**src/rtl/fifo_uart_tx_if.sv**
```systemverilog
// Read-side connection between the byte FIFO and the UART transmitter.
// The transmitter (master) issues read strobes; the FIFO (slave) supplies the empty flag and data.
interface fifo_uart_tx_if;
  logic       fifo_empty;
  logic       fifo_rd;
  logic [7:0] fifo_data;

  modport master (
    output fifo_rd,
    input  fifo_empty,
    input  fifo_data
  );

  modport slave (
    input  fifo_rd,
    output fifo_empty,
    output fifo_data
  );
endinterface

```
**src/rtl/fifo_uart_tx.sv**
```systemverilog
// UART transmitter that drains a byte FIFO and sends 8-bit frames LSB-first
// with start, optional even parity and 1 or 2 stop bits; all outputs registered.
module fifo_uart_tx #(
  parameter int CLKS_PER_BIT = 16,
  parameter int PARITY_EN    = 0,
  parameter int STOP_BITS    = 1
) (
  input  logic                  clk,
  input  logic                  reset,
  input  logic                  enable,
  fifo_uart_tx_if.master        fifo,
  output logic                  tx,
  output logic                  busy,
  output logic                  frame_done,
  output logic [15:0]           frames_sent
);

  localparam int             CW        = (CLKS_PER_BIT > 1) ? $clog2(CLKS_PER_BIT) : 1;
  localparam logic [CW-1:0]  LAST_CLK  = CW'(CLKS_PER_BIT - 1);
  localparam logic [2:0]     LAST_STOP = 3'(STOP_BITS - 1);

  typedef enum logic [2:0] {IDLE, REQ, LOAD, START, DATA, PARITY, STOP} state_t;

  state_t        state, state_next;
  logic [CW-1:0] cnt, cnt_next;
  logic [2:0]    idx, idx_next;
  logic [7:0]    shreg, shreg_next;
  logic          parity, parity_next;
  logic          tx_next, rd_next, busy_next, done_next;
  logic          bit_end;

  assign bit_end = (cnt == LAST_CLK);

  // NOTE: every variable gets a default before the case so no path leaves it unassigned (no latch).
  always_comb begin
    state_next  = state;
    cnt_next    = cnt;
    idx_next    = idx;
    shreg_next  = shreg;
    parity_next = parity;

    unique case (state)
      IDLE: if (enable && !fifo.fifo_empty) state_next = REQ;
      REQ:  state_next = LOAD;
      LOAD: begin
        shreg_next  = fifo.fifo_data;
        parity_next = ^fifo.fifo_data;
        cnt_next    = '0;
        state_next  = START;
      end
      START: begin
        if (bit_end) begin
          cnt_next   = '0;
          idx_next   = '0;
          state_next = DATA;
        end else cnt_next = cnt + CW'(1);
      end
      DATA: begin
        if (bit_end) begin
          cnt_next   = '0;
          shreg_next = {1'b0, shreg[7:1]};
          idx_next   = idx + 3'd1;
          if (idx == 3'd7) begin
            idx_next   = '0;
            state_next = (PARITY_EN != 0) ? PARITY : STOP;
          end
        end else cnt_next = cnt + CW'(1);
      end
      PARITY: begin
        if (bit_end) begin
          cnt_next   = '0;
          idx_next   = '0;
          state_next = STOP;
        end else cnt_next = cnt + CW'(1);
      end
      STOP: begin
        if (bit_end) begin
          cnt_next = '0;
          if (idx == LAST_STOP) begin
            idx_next   = '0;
            state_next = IDLE;
          end else idx_next = idx + 3'd1;
        end else cnt_next = cnt + CW'(1);
      end
      default: state_next = IDLE;
    endcase

    // Outputs are derived from the upcoming state so the registered copies line up with it.
    unique case (state_next)
      START:   tx_next = 1'b0;
      DATA:    tx_next = shreg_next[0];
      PARITY:  tx_next = parity_next;
      default: tx_next = 1'b1;
    endcase
    rd_next   = (state_next == REQ);
    busy_next = (state_next != IDLE);
    done_next = (state_next == STOP) && (cnt_next == LAST_CLK) && (idx_next == LAST_STOP);
  end

  // NOTE: sequential state uses non-blocking assignments so all registers update together at the edge.
  always_ff @(posedge clk) begin
    if (reset) begin
      state        <= IDLE;
      cnt          <= '0;
      idx          <= '0;
      shreg        <= '0;
      parity       <= 1'b0;
      tx           <= 1'b1;
      fifo.fifo_rd <= 1'b0;
      busy         <= 1'b0;
      frame_done   <= 1'b0;
      frames_sent  <= '0;
    end else begin
      state        <= state_next;
      cnt          <= cnt_next;
      idx          <= idx_next;
      shreg        <= shreg_next;
      parity       <= parity_next;
      tx           <= tx_next;
      fifo.fifo_rd <= rd_next;
      busy         <= busy_next;
      frame_done   <= done_next;
      frames_sent  <= frames_sent + {15'd0, done_next};
    end
  end

endmodule

```
**src/flat_wrapper.sv**
```systemverilog
// flat-port wrapper written by rule: the top's interface ports become plain ports
module fifo_uart_tx_flat 
#(
  parameter int CLKS_PER_BIT = 16,
  parameter int PARITY_EN    = 0,
  parameter int STOP_BITS    = 1
)
  (clk, reset, enable, tx, busy, frame_done, frames_sent, fifo_fifo_rd, fifo_fifo_empty, fifo_fifo_data);
  fifo_uart_tx_if fifo_i ();
  input  logic clk;
  input  logic reset;
  input  logic enable;
  output logic tx;
  output logic busy;
  output logic frame_done;
  output logic [15:0] frames_sent;
  output wire logic [$bits(fifo_i.fifo_rd)-1:0] fifo_fifo_rd;
  input wire logic [$bits(fifo_i.fifo_empty)-1:0] fifo_fifo_empty;
  input wire logic [$bits(fifo_i.fifo_data)-1:0] fifo_fifo_data;
  assign fifo_fifo_rd = fifo_i.fifo_rd;
  assign fifo_i.fifo_empty = fifo_fifo_empty;
  assign fifo_i.fifo_data = fifo_fifo_data;
  fifo_uart_tx #(.CLKS_PER_BIT(CLKS_PER_BIT), .PARITY_EN(PARITY_EN), .STOP_BITS(STOP_BITS)) u_core (.clk(clk), .reset(reset), .enable(enable), .fifo(fifo_i), .tx(tx), .busy(busy), .frame_done(frame_done), .frames_sent(frames_sent));
endmodule
```
**config.mk**
```make
export PLATFORM = sky130hd
export DESIGN_NAME = fifo_uart_tx_flat
export DESIGN_NICKNAME = d
export VERILOG_FILES = /design/src/rtl/fifo_uart_tx_if.sv /design/src/rtl/fifo_uart_tx.sv /design/src/flat_wrapper.sv
export SDC_FILE = /design/constraint.sdc
export NUM_CORES = 1
export LEC_CHECK = 0
export CORE_MARGIN = 2
export CORE_UTILIZATION = 50
export CTS_CLUSTER_SIZE = 20
export DETAILED_ROUTE_END_ITERATION = 10
export PLACE_DENSITY = 0.75
export RECOVER_POWER = 50
export SLEW_MARGIN = 10
export SYNTH_ARGS = -nofsm -noshare
export SYNTH_HDL_FRONTEND = slang
export SYNTH_SLANG_ARGS = --single-unit
```
**constraint.sdc**
```tcl
create_clock -name clk -period 8.4 [get_ports clk]
set_input_delay 1.68 -clock clk [delete_from_list [all_inputs] [get_ports clk]]
set_output_delay 1.68 -clock clk [all_outputs]
set_load 0.03 [all_outputs]
```
# Word-level counts from Yosys, hierarchy flattened
# Index checks and enable logic that the tools add are counted.
# totals
out_inout_bits,20
wordCells,62
in_bits,12
reg_bits,39
# classes
eq_ne,15
muxes,20
reduce_logical,13
n_addsub,3
# ops
cell,count
two-way mux 3 bit,12
equality test 3 bit (second input constant),7
case mux 3 bit (7 select lines),1
adder 16 x 1 -> 16 bit,1
case mux 8 bit (2 select lines),1
equality test 3 x 2 -> 1 bit (second input constant),3
zero test 3 bit,3
case mux 3 bit (3 select lines),1
equality test 4 bit (second input constant),2
two-way mux 8 bit,1
case mux 4 bit (2 select lines),1
XOR reduction 8 bit,1
equality test 3 x 1 -> 1 bit (second input constant),2
adder 4 x 1 -> 4 bit (second input constant),1
two-way mux 4 bit,1
OR reduction 4 bit,1
adder 3 x 1 -> 3 bit (second input constant),1
logical AND 1 bit,3
case mux 1 bit (3 select lines),1
nonzero test 3 bit,1
inequality test 2 x 1 -> 1 bit (second input constant),1
AND reduction 2 bit,1
nonzero test 2 bit,1
OR reduction 2 bit,1
other kinds (2),2

# Depth between registers and ports, before layout
# logic_depth
depth_word,8
depth_mapped,14
depth_no_buf,14

# Least setup slack after synthesis
# No wires, ideal clock.
# synth_timing
kind,register to register
start,register u_core.cnt[0]
end,register u_core.frames_sent[13]
arrival_time_ps,2960
setup_slack_ps,5313
path_stages_with_launch,13
path_buffers,0
cell_sequence,dfxtp_1 ha_1 nand3_2 mux2_4 a221oi_4 o221ai_2 nor4_2 ha_1 nand3_1 nor4_1 nand3_1 xor2_1 nor2_1
# synth_via
elab_chain_len,7
elab_cells_between_ends,19
# synth_rtl
element,line,source
"start, declared",fifo_uart_tx.sv:25,"logic [CW-1:0] cnt, cnt_next;"
"start signal, assigned",fifo_uart_tx.sv:115,cnt <= cnt_next;
adder 4 x 1 -> 4 bit / equality test 4 bit (equally long branches),n/a,
two-way mux 4 bit (tied with other cells),n/a,
case mux 4 bit (2 select lines) / case mux 3 bit (7 select lines) (equally long branches),fifo_uart_tx.sv:42,unique case (state)
equality test 4 bit / equality test 3 bit (equally long branches),fifo_uart_tx.sv:97,done_next = (state_next == STOP) && (cnt_next == LAST_CLK) && (idx_next == LAST_STOP);
logical AND 1 bit,fifo_uart_tx.sv:97,
logical AND 1 bit *,fifo_uart_tx.sv:97,
named net u_core.done_next,fifo_uart_tx.sv:29,"logic tx_next, rd_next, busy_next, done_next;"
adder 16 x 1 -> 16 bit *,fifo_uart_tx.sv:123,"frames_sent <= frames_sent + {15'd0, done_next};"
"end signal, assigned",fifo_uart_tx.sv:123,
"end, declared",fifo_uart_tx.sv:15,output logic [15:0] frames_sent
# The timed path passes the listed nets; every way through them passes the cells marked *.
# A chain may end at the register's enable or synchronous reset.

==> results.tsv <==
stage	metric	value	unit
outcome	status	finished, violations left	
outcome	violations	capacitance limit, slew limit	
timing	final_max_slew_viol_count	40	
drt	route.vias.total	1722	
clocking	cts_resized	0	
clocking	htreeDepth	2	
layout	instances_no_fill	306	
layout	num-nets-final	273	
clocking	clk_path_buf_depth	2	
pwr	pwr_density_cell	154.5	nW/µm²
yosys	ys_async_sr_fraction	0	%
timing	hold_violations	0	
drt	wl_per_cell	13.90	µm
yosys	synthDominantAreaCellType	sky130_fd_sc_hd__dfxtp_1	
timing	period_minus_slack	3819	ps
clocking	post_cts.repair.setup_buffers	0	
clocking	ctsRootBufferMaster	sky130_fd_sc_hd__clkbuf_8	
timing	fmaxAchievable	261.8	MHz
floorplan	boundaryPins	32	
yosys	ys.warnings.count	0	
drt	drt-vias-per-instance	5.627	
floorplan	die-width	68.55	µm
timing	post-route-period-util	45.47	%
layout	multi_input_comb_area	1205	µm²
placed_design	finalWeightedCongestion	0.8737	
global_routing	track_usage	20.05	%
yosys	synthDominantCellAreaShare	37.48	%
yosys	synth_top_cells_by_count	sky130_fd_sc_hd__dfxtp_1, sky130_fd_sc_hd__nor2_1, sky130_fd_sc_hd__a21oi_1	
global_routing	first_global_vias	1496	
global_routing	antenna_found_initial	0	
timing	worstMarginPinSlew	1611	ps
worst_setup_path	timing.setup.critical_path_class	in -> reg	
yosys	count_of_flip_flops_with_a_built_in_enable_after_synthesis	0	
drt	postRouteWirelength	4252	µm
clocking	ctsHoldBuffers	0	
layout	insertedDiodeCount	0	
timing	finClkSkew	5.776	ps
layout	areaGrowthSynthToFinish	18.20	%
global_routing	grt_start_max_net_pins	40	
placed_design	post-place-cells	298	
yosys	seq_area_frac_synth	37.48	%
floorplan	floorplan.die_area	4699	µm²
timing	relSlewSlack	-7.369	%
worst_setup_path	worst_path_largest_cell_delay	1160	ps
yosys	syn_nets	246	
worst_setup_path	path_buf_inv	2	
pwr	ir_drop	0.08957	mV
layout	fillers	374	
timing	worst_hold_slack	461.0	ps
floorplan	floorplan.die.height	68.55	µm
timing	rsz_0062_raised_after_global_routing	no	
drt	drcViolationCount	0	
placed_design	port_buffers	31	
yosys	synth_flop_cell	sky130_fd_sc_hd__dfxtp_1	
floorplan	placementRows	23	
worst_setup_path	crit_path_cell_trace	dlygate4sd3_1 > clkbuf_1 > a21oi_1 > or3_1	
pwr	finalPower	0.3804	mW
floorplan	core_area	4000	µm²
yosys	syn-instance-count	228	
clocking	insertion_delay	290	ps
yosys	cell_area_after_technology_mapping	2083	µm²
clocking	clk_pin_slew_worst_paths	70	ps
worst_setup_path	cp_launch_type	primary input	
global_routing	grt_remaining_overflow	0	
layout	final_core_utilization	61.56	%
yosys	syn-mean-instance-area	9.137	µm²
yosys	ys_types	55	
worst_setup_path	critical_path.slowest_cell	sky130_fd_sc_hd__clkbuf_1	
placed_design	hpwlAfterDp	2890	µm
yosys	yosysMostFrequentCell	sky130_fd_sc_hd__dfxtp_1	
clocking	tritoncts_num_sinks	39	
yosys	synth-seq-cells	39	
worst_setup_path	worst_ep_arrival_time	3990	ps
timing	setup_violations	0	
worst_setup_path	cp_data_required_time	8570	ps
hold_path	worstHoldPathType	reg -> reg	
layout	regArea	780.7	µm²
drt	drt_pass1_iterations	4	
clocking	cts_tree	built	
yosys	synth_area_leaders	sky130_fd_sc_hd__dfxtp_1, sky130_fd_sc_hd__xnor2_1, sky130_fd_sc_hd__nor2_1	
drt	first_iteration_detailed_routing_drc_count	108	
clocking	cts_made_buffers	5	
pwr	leakagePower	0.8733	nW
worst_setup_path	critical_path.top_delay_family	buffers and inverters	
timing	finalSetupTns	0	ps
layout	proportion_of_layout_cells_with_a_drive_suffix_above_1	7.813	%
worst_setup_path	crit_path_end_kind	flip-flop	
run	cap_violations	1	
floorplan	start_util	52.08	%
worst_setup_path	critPathMaxFanout	39	
global_routing	grt_pass1_wl	7031	µm
drt	final_antenna_net_count	0	
## kinds of logic after synthesis
family	share of synthesized area [%]
xor gates and xnor gates	7.988
muxes	2.162
buffers and inverters	4.685
adders and majority gates	3.604
DFF	37.48
and+or+nand+nor	25.41
AOI/OAI and AO/OA	18.68
## worst min-delay path: stages (launching register included)
cell and delay, ps:
sky130_fd_sc_hd__dfxtp_1 310, sky130_fd_sc_hd__nand2_1 50, sky130_fd_sc_hd__a21oi_1 50
## registers in the layout, summed over array words and instances, names as in the netlist
register,cells
u_core.busy,1
u_core.fifo.fifo_rd,1
u_core.state,3
u_core.frame_done,1
u_core.tx,1
u_core.cnt,4
u_core.frames_sent,16
u_core.parity,1
u_core.idx,3
u_core.shreg,8
## report_power, final
part           leakage [nW]  switching (mW)  internal [mW]  total (mW)
registers             0.316          0.0111          0.192       0.203
logic                 0.515          0.0275         0.0271      0.0546
clock network        0.0422          0.0640         0.0583       0.122
total                 0.873           0.103          0.278       0.380
## placed cells by master (no fill, tap or decap), types with 7 or more instances in the layout
| master | instances |
|---|---|
| sky130_fd_sc_hd__nor3_1 | 7 |
| sky130_fd_sc_hd__clkdlybuf4s50_1 | 25 |
| sky130_fd_sc_hd__a21oi_1 | 13 |
| sky130_fd_sc_hd__dfxtp_1 | 39 |
| sky130_fd_sc_hd__xor2_1 | 8 |
| sky130_fd_sc_hd__nand2_1 | 12 |
| sky130_fd_sc_hd__xnor2_1 | 11 |
| sky130_fd_sc_hd__nor2b_1 | 9 |
| sky130_fd_sc_hd__nand3_1 | 8 |
| sky130_fd_sc_hd__nor2_1 | 24 |
## per-stage QoR
step,cell area [µm²],setup slack [ps]
global route,2462,4380
CTS,2466,4738
finish,2462,4581
global placement,2385,4899
detailed placement,2385,4872
floorplan,2083,5313
## metal layers
layer	wire length (µm)	GRT usage, %	vias to the layer above
met1	2049	27.34	802
met5	0	0	-
met3	207	4.870	7
met2	1928	30.41	36
li1	-	-	877
met4	68	7.750	0
## path summary, 6_finish.rpt
kind         cells after the start  slack (ps)                      to            start
max reg2reg                     12        4710  u_core.frames_sent[13]    u_core.cnt[0]
min                              2         460         u_core.shreg[4]  u_core.shreg[4]
max                              4        4580             u_core.busy            reset
min reg2reg                      2         460         u_core.shreg[4]  u_core.shreg[4]
## area by class of cell
class                   count  share of cell area (%)
well taps                  50                   2.541
repair buffers             32                   12.75
clock inverters             1                  0.2033
multi-input cells         172                   48.93
inverters                   5                  0.7622
clock buffers               7                   3.100
flip-flops and latches     39                   31.71
No activity file was read; power rests on OpenSTA's default activity.
